==> src/rtl/spill_splitter.sv <==
// spill_splitter: replays spilled task blocks to the tile task queue and
// returns fully drained chunks to the shared splitter stack.
module spill_splitter #(
  parameter int TILE_ID                  = 0,
  parameter int TQ_WIDTH                 = 100,
  parameter int LOG_ENTRY_WIDTH          = 7,
  parameter int TASKS_PER_SPLITTER       = 8,
  parameter int LOG_SPLITTERS_PER_CHUNK  = 3,
  parameter int LOG_SPLITTER_CHUNK_WIDTH = 7
) (
  input  logic                            clk,
  input  logic                            rst,
  input  logic                            start,
  input  logic [37:0]                     spill_base,
  input  logic [37:0]                     stack_base,
  input  logic [37:0]                     scratch_base,
  input  logic [37:0]                     stack_ptr_addr,
  input  logic                            task_in_valid,
  output logic                            task_in_ready,
  input  logic [31:0]                     task_in_locale,
  output logic                            arvalid,
  input  logic                            arready,
  output logic [63:0]                     araddr,
  output logic [7:0]                      arlen,
  output logic [2:0]                      arsize,
  input  logic                            rvalid,
  output logic                            rready,
  input  logic [(1<<LOG_ENTRY_WIDTH)-1:0] rdata,
  input  logic                            rlast,
  output logic                            awvalid,
  input  logic                            awready,
  output logic [63:0]                     awaddr,
  output logic [2:0]                      awsize,
  output logic                            wvalid,
  input  logic                            wready,
  output logic [15:0]                     wdata,
  output logic                            wlast,
  input  logic                            bvalid,
  output logic                            bready,
  output logic                            out_valid,
  input  logic                            out_ready,
  output logic [TQ_WIDTH-1:0]             out_task,
  output logic                            stack_lock_out,
  input  logic                            stack_lock_in,
  output logic                            busy
);
  localparam int EW = 1 << LOG_ENTRY_WIDTH;

  typedef enum logic [3:0] {
    IDLE, RD_BLOCK, STREAM, SCR_RD, SCR_RD_W, SCR_WR, SCR_WR_B,
    GRAB_LOCK, CHECK_LOCK, RD_PTR, RD_PTR_W, WR_ENTRY, WR_ENTRY_B,
    WR_PTR, WR_PTR_B, RELEASE
  } state_t;

  state_t      r_state, w_nxt;
  logic [15:0] r_coal_id, r_cnt, r_ptr;
  logic        r_lock, r_awd, r_wd;

  logic [15:0] w_chunk, w_cnt_inc, w_ptr_dec;
  logic [37:0] w_spill_addr, w_scr_addr, w_ent_addr;
  logic        w_wrap, w_pad, w_wr_st, w_wr_done, w_lock_nxt;
  logic        w_unused;

  assign w_chunk      = r_coal_id >> LOG_SPLITTERS_PER_CHUNK;
  assign w_cnt_inc    = r_cnt + 16'd1;
  assign w_wrap       = w_cnt_inc == 16'(1 << LOG_SPLITTERS_PER_CHUNK);
  assign w_ptr_dec    = r_ptr - 16'd1;
  assign w_spill_addr = spill_base
                      + (38'(r_coal_id) << LOG_SPLITTER_CHUNK_WIDTH);
  assign w_scr_addr   = scratch_base + {21'd0, w_chunk, 1'b0};
  assign w_ent_addr   = stack_base + {21'd0, w_ptr_dec, 1'b0};
  assign w_pad        = rdata[TQ_WIDTH];
  assign w_wr_st      = r_state inside {SCR_WR, WR_ENTRY, WR_PTR};
  assign w_wr_done    = (r_awd | awready) & (r_wd | wready);
  assign w_lock_nxt   = w_nxt inside {CHECK_LOCK, RD_PTR, RD_PTR_W,
                        WR_ENTRY, WR_ENTRY_B, WR_PTR, WR_PTR_B, RELEASE};
  assign w_unused     = ^{rdata[EW-1:TQ_WIDTH+1], task_in_locale[15:0],
                          32'(TILE_ID)};

  assign stack_lock_out = r_lock & ~rst;
  assign busy           = ~rst & (r_state != IDLE);

  always_comb begin
    w_nxt         = r_state;
    task_in_ready = 1'b0;
    arvalid       = 1'b0;
    araddr        = 64'd0;
    arlen         = 8'd0;
    arsize        = 3'd0;
    rready        = 1'b0;
    awvalid       = 1'b0;
    awaddr        = 64'd0;
    awsize        = 3'd0;
    wvalid        = 1'b0;
    wdata         = 16'd0;
    wlast         = 1'b0;
    bready        = 1'b0;
    out_valid     = 1'b0;
    out_task      = '0;
    if (!rst) begin
      if (w_wr_st) begin
        awvalid = ~r_awd;
        wvalid  = ~r_wd;
        awsize  = 3'd1;
        wlast   = 1'b1;
      end
      unique case (r_state)
        IDLE: begin
          task_in_ready = start;
          if (start && task_in_valid) w_nxt = RD_BLOCK;
        end
        RD_BLOCK: begin
          arvalid = 1'b1;
          araddr  = 64'(w_spill_addr);
          arlen   = 8'(TASKS_PER_SPLITTER - 1);
          arsize  = 3'(LOG_ENTRY_WIDTH - 3);
          if (arready) w_nxt = STREAM;
        end
        STREAM: begin
          // pads are consumed without waiting on the task queue
          out_valid = rvalid & ~w_pad;
          out_task  = rdata[TQ_WIDTH-1:0];
          rready    = w_pad | out_ready;
          if (rvalid && (w_pad || out_ready) && rlast) w_nxt = SCR_RD;
        end
        SCR_RD: begin
          arvalid = 1'b1;
          araddr  = 64'(w_scr_addr);
          arsize  = 3'd1;
          if (arready) w_nxt = SCR_RD_W;
        end
        SCR_RD_W: begin
          rready = 1'b1;
          if (rvalid) w_nxt = SCR_WR;
        end
        SCR_WR: begin
          awaddr = 64'(w_scr_addr);
          wdata  = w_wrap ? 16'd0 : w_cnt_inc;
          if (w_wr_done) w_nxt = SCR_WR_B;
        end
        SCR_WR_B: begin
          bready = 1'b1;
          if (bvalid) w_nxt = w_wrap ? GRAB_LOCK : IDLE;
        end
        GRAB_LOCK: if (!stack_lock_in) w_nxt = CHECK_LOCK;
        CHECK_LOCK: w_nxt = RD_PTR;
        RD_PTR: begin
          arvalid = 1'b1;
          araddr  = 64'(stack_ptr_addr);
          arsize  = 3'd1;
          if (arready) w_nxt = RD_PTR_W;
        end
        RD_PTR_W: begin
          rready = 1'b1;
          if (rvalid) w_nxt = WR_ENTRY;
        end
        WR_ENTRY: begin
          awaddr = 64'(w_ent_addr);
          wdata  = w_chunk;
          if (w_wr_done) w_nxt = WR_ENTRY_B;
        end
        WR_ENTRY_B: begin
          bready = 1'b1;
          if (bvalid) w_nxt = WR_PTR;
        end
        WR_PTR: begin
          awaddr = 64'(stack_ptr_addr);
          wdata  = w_ptr_dec;
          if (w_wr_done) w_nxt = WR_PTR_B;
        end
        WR_PTR_B: begin
          bready = 1'b1;
          if (bvalid) w_nxt = RELEASE;
        end
        RELEASE: w_nxt = IDLE;
        default: w_nxt = IDLE;
      endcase
    end
  end

  always_ff @(posedge clk) begin
    if (rst) begin
      r_state   <= IDLE;
      r_lock    <= 1'b0;
      r_awd     <= 1'b0;
      r_wd      <= 1'b0;
      r_coal_id <= 16'd0;
      r_cnt     <= 16'd0;
      r_ptr     <= 16'd0;
    end else begin
      r_state <= w_nxt;
      r_lock  <= w_lock_nxt;
      // aw and w may complete on different cycles
      if (w_wr_st && !w_wr_done) begin
        r_awd <= r_awd | awready;
        r_wd  <= r_wd | wready;
      end else begin
        r_awd <= 1'b0;
        r_wd  <= 1'b0;
      end
      if (r_state == IDLE && start && task_in_valid)
        r_coal_id <= task_in_locale[31:16];
      if (r_state == SCR_RD_W && rvalid) r_cnt <= rdata[15:0];
      if (r_state == RD_PTR_W && rvalid) r_ptr <= rdata[15:0];
    end
  end
endmodule

==> config.mk <==
export PLATFORM = sky130hd
export DESIGN_NAME = spill_splitter
export DESIGN_NICKNAME = d
export VERILOG_FILES = /design/src/rtl/spill_splitter.sv
export SDC_FILE = /design/constraint.sdc
export NUM_CORES = 1
export LEC_CHECK = 0
export CAP_MARGIN = 20
export CORE_AREA = 3 3 227 229
export CTS_BUF_LIST = sky130_fd_sc_hd__clkbuf_4
export CTS_CLUSTER_DIAMETER = 150
export DETAILED_ROUTE_END_ITERATION = 7
export DIE_AREA = 0 0 230 232
export PLACE_DENSITY = 0.49
export SYNTH_ARGS = -nofsm -noshare
export SYNTH_HDL_FRONTEND = slang
export SYNTH_SLANG_ARGS = --single-unit
==> constraint.sdc <==
create_clock -name clk -period 8.25 [get_ports clk]
set_clock_uncertainty 0.05 [all_clocks]
set_input_delay 1.65 -clock clk [delete_from_list [all_inputs] [get_ports clk]]
set_output_delay 1.65 -clock clk [all_outputs]
set_load 0.005 [all_outputs]
Word-level counts from Yosys, hierarchy flattened
Index checks and enable logic that the tools add are counted.
- add/sub/neg operators: 5
- eq/ne operators: 24
- multiplexer cells: 48
- bitwise operators: 12
- reductions and logical operators: 19
- operators by type and width (kind ; count):
    $pmux 38 s3 ; 2
    $mux 100 ; 2
    $mux 38 ; 2
    $eq 4x4->1 const B ; 16
    $pmux 4 s16 ; 1
    $mux 4 ; 15
    $pmux 16 s3 ; 1
    $add 38x14->38 ; 1
    $add 38x17->38 ; 1
    $add 38x23->38 ; 1
    $mux 16 ; 2
    $mux 1 ; 17
    $add 16x1->16 const B ; 1
    $eq 16x4->1 const B ; 1
    $eq 4x3->1 const B ; 4
    $sub 16x1->16 const B ; 1
    $mux 3 ; 4
    $eq 4x2->1 const B ; 2
    $logic_and 1x1->1 ; 8
    $reduce_bool 8->1 ; 1
    $pmux 3 s2 ; 1
    $reduce_or 2->1 ; 3
    $reduce_or 3->1 ; 2
    $not 1->1 ; 5
    9 further kinds ; 14
- flip-flop bits (word level): 55
- input bits: 324
- logic and storage cells: 115

Depth between registers and ports, before layout
- word-level depth: 8
- mapped depth: 15
- gate-level depth less buffers: 14

Worst setup path after synthesis
OpenSTA, ideal clock, no wires.
- kind: input to output
- from: input stack_base[1]
- to: output awaddr[35]
- arrival: 3.885 ns
- data required time: 6.550 ns
- path slack: 2.665 ns
- stages: 11
- cells stage by stage: ha_1 > inv_1 > fa_1 > nor2b_1 > o211ai_1 > a21oi_1 > a311oi_2 > o32ai_1 > nand4_1 > or3_1 > a31oi_1
- word-level cells in the longest chain between the ends: 3
- ends and longest elaborated chain (what ; line ; source):
    start, declared ; 15 ; input logic [37:0] stack_base,
    $add 38x17->38 ; 71 ; assign w_ent_addr = stack_base + {21'd0, w_ptr_dec, 1'b0};
    $pmux 38 s3 ; 107 ; unique case (r_state)
    $mux 38 ; 100 ; if (!rst) begin
    end, declared ; 32 ; output logic [63:0] awaddr,
Every way passes these cells.

Final worst setup path
- from: input scratch_base[1]
- to: output araddr[21]
- word-level cells in the longest chain between the ends: 3
- ends and longest elaborated chain (what ; line ; source):
    start, declared ; 16 ; input logic [37:0] scratch_base,
    $add 38x14->38 ; 70 ; assign w_scr_addr = scratch_base + {21'd0, w_chunk, 1'b0};
    $pmux 38 s3 ; 107 ;
    $mux 38 ; 100 ;
    end, declared ; 23 ; output logic [63:0] araddr,
Every way passes these cells.

==> results.toml <==
[global_routing]
antenna_found_initial = 11
met1_usage = 0.217
overflow = 0
top_usage_layer = "met2"
grt_pass1_wl_um = 74400
first_global_vias = 11400
use_met2 = 0.337
grt_use_total = 0.186
grt_max_degree = 55
groute.layer.met3.usage = 0.0493

[sta]
finalHoldViolations = 0
setup_tns_ps = 0
fin_crit_sh = 0.868
rsz0062_at_grt = "false"
max_freq_mhz = 140
slew-limit-headroom = 0.353
drv_slew = 0
setup_viol = 0
hold_slack_ps = 434
worst_pin_slew_ps = 967
timing.final.crit_period_ps = 7160

[power_and_ir_drop]
combPwrFrac = 0.484
p_switching_mw = 0.307
cellInternalPower_mw = 0.503
pwr_density_cell_mw_per_mm2 = 56.6
p_leak_nw = 4.92
clock_power_share = 0.171
power_frac_seq = 0.345
ir_worst_vdd_v = 0.0000476
switching_share = 0.379

[synth]
yosysSeqAreaShare = 0.123
synth_edf_count = 0
synth_flop_cell = "dfxtp_1"
synth_top_cell_by_area = "dfxtp_1"
netlist_instances = 1315
yosysWarnings = 0
synth_area_leaders = "dfxtp_1 12%, nand2_1 7.7%, and2_1 7.3%, ha_1 6.8%, xnor2_1 6.6%"
ys_ff_latch = 55
synthTopCellsByCount = "184 x nand2_1, 109 x a21oi_1, 105 x and2_1"
synth_top_area_share = 0.123
synth_area_sq_mm = 0.00895
ys_async_sr_fraction = 0
ys_types = 81
postSynthAreaPerCell_sq_um = 6.81
yosysMostFrequentCell = "nand2_1"

[clock_tree]
numClockSinks = 55
clk_path_buf_depth = 2
cts_hold_buf = 0
ctsResizeCount = 0
postCtsSetupBuffers = 0
clk_pin_slew_ps = 140
cts_tree = "done"
clk-insertion-delay-late_ps = 430
cts_root_buffer = "clkbuf_4"
cts_buffers = 5
htree_levels = 2

[layout]
nets = 2122
fillers = 5524
drive_gt1_frac = 0.0315
area_delta_synth_final_pct = 59.7

[worst_setup_path]
worstSetupEndpointType = "output pin"
crit_path_cell_trace = "clkdlybuf4s50_1 -> ha_1 -> fa_1 -> a21oi_1 -> o21a_1 -> o311ai_0 -> a31o_2 -> nand3_1 -> xnor2_1 -> a22oi_1 -> o21ai_0 -> clkdlybuf4s50_1"
worstPathRequired_ps = 6550
crit_fanout = 12
critPathMaxStageDelay_ps = 590
critical_path.slowest_cell = "clkdlybuf4s50_1"
critPathKind = "input port to output pin"
worstPathArrival_ps = 5460
cpMostUsedCell = "clkdlybuf4s50_1"
cp-start-kind = "input port"

[floorplanning]
start_util = 0.180
die_w_um = 230
rows = 82
io_pins = 592
core_sq_mm = 0.0499
die_area_sq_mm = 0.0534
die_y_um = 232

[drt]
ant_nets = 0
dr.first_iter.drc_count = 773
routed_wl_um = 53200
wire_per_inst_um = 22.0
viasPerCell = 4.75
vias = 11500
first_pass_iters = 8
drc_errors = 1

[placed_design]
gp_congestion = 0.880
dp.final_hpwl_um = 44600
io_buffer_count = 488

[run_status]
violations = "DRC"
outcome = "complete, but fails checks"

[min_path]
hold_path.class = "flip-flop to flip-flop"

[run]
cap_violations = 0
cell families (layout without fill, tap and decap cells):
group	after synthesis	after routing	share of synthesized area
other	1	65	0.000419
multiplexers	1	1	0.00112
flip-flops	55	55	0.123
buffers and inverters	168	541	0.103
AND/OR/NAND/NOR	567	567	0.317
XOR/XNOR	104	104	0.102
AO/OA/AOI/OAI	367	367	0.278
adder cells (fa/ha/maj)	52	52	0.0752
worst max-delay path: cells and delay by family:
| family | cells | cell delay (ps) |
|---|---|---|
| AOI/OAI and AO/OA | 6 | 1690 |
| xor gates and xnor gates | 1 | 490 |
| adders and majority gates | 2 | 420 |
| buffers and inverters | 2 | 1060 |
| and+or+nand+nor | 1 | 140 |
worst paths after layout:
check,start,endpoint,slack (ps),depth (start not counted)
worst max-delay path,scratch_base[1],araddr[21],1090,12
worst min-delay path,r_cnt[9],r_cnt[9],430,2
worst max register to register,r_cnt[3],r_state[2],5680,8
worst min register to register,r_cnt[9],r_cnt[9],430,2
through the flow:
stage	instance area (sq um)	utilization	cells	worst slack [ps]	power [mW]
floorplan	9180	-	1374	2660	0.459
global placement	14200	0.285	2411	1200	0.671
detailed placement	14200	0.285	2411	1180	0.674
CTS	14300	0.287	2419	1160	0.821
global route	14300	0.287	2423	787	0.861
finish	14300	0.287	2424	1090	0.809
layout make-up:
class                      count  area (sq um)  share of cell area
antenna                        5          12.5            0.000875
clock buffer                   5          37.5             0.00262
clock inverter                 3          21.3             0.00149
inverter                      31           116             0.00814
multi-input combinational   1151          7190               0.503
sequential                    55          1100              0.0770
tap                          672           841              0.0588
timing repair buffer         502          4980               0.349
power by group through the flow:
stage	combinational [mW]	sequential, mW	clock (mW)
after floorplan	0.180	0.279	0
after detailed placement	0.390	0.284	0
after global placement	0.387	0.284	0
after global routing	0.422	0.280	0.159
after CTS	0.392	0.279	0.150
final	0.391	0.279	0.139
per-layer routing:
| layer | routed length (um) | part of all wire |
|---|---|---|
| met1 | 21600 | 0.41 |
| met3 | 4180 | 0.079 |
| met2 | 26300 | 0.50 |
| met5 | 61 | 0.0011 |
| met4 | 1070 | 0.020 |
state kept, by name, indices dropped and copies added (netlist names):
signal and count:
r_cnt 16, r_coal_id 16, r_ptr 16, r_state 4, r_awd 1, r_lock 1, r_wd 1
placed cells by master (no fill, tap or decap), types with 6 or more instances in the layout:
cell | netlist | layout
a2bb2oi_1 | 6 | 6
o21a_1 | 18 | 18
o21ai_0 | 35 | 35
nand3_1 | 34 | 34
o22ai_1 | 24 | 24
o31a_1 | 6 | 6
and3_1 | 18 | 17
o211ai_1 | 6 | 6
nand4_1 | 23 | 23
xnor2_1 | 67 | 67
nor4_1 | 18 | 18
ha_1 | 49 | 49
nand2_1 | 184 | 184
conb_1 | 1 | 60
nor2_1 | 98 | 95
a31oi_1 | 19 | 19
a21o_1 | 13 | 13
a22oi_1 | 50 | 50
a221oi_1 | 8 | 8
nor3_1 | 39 | 36
buf_4 | 67 | 14
a211oi_1 | 9 | 9
nor2b_1 | 9 | 9
dfxtp_1 | 55 | 55
xor2_1 | 37 | 37
a21oi_1 | 109 | 109
a222oi_1 | 20 | 20
and2_1 | 105 | 105
inv_1 | 30 | 30
clkdlybuf4s50_1 | 0 | 487
Power figures use the tool's default switching activity.
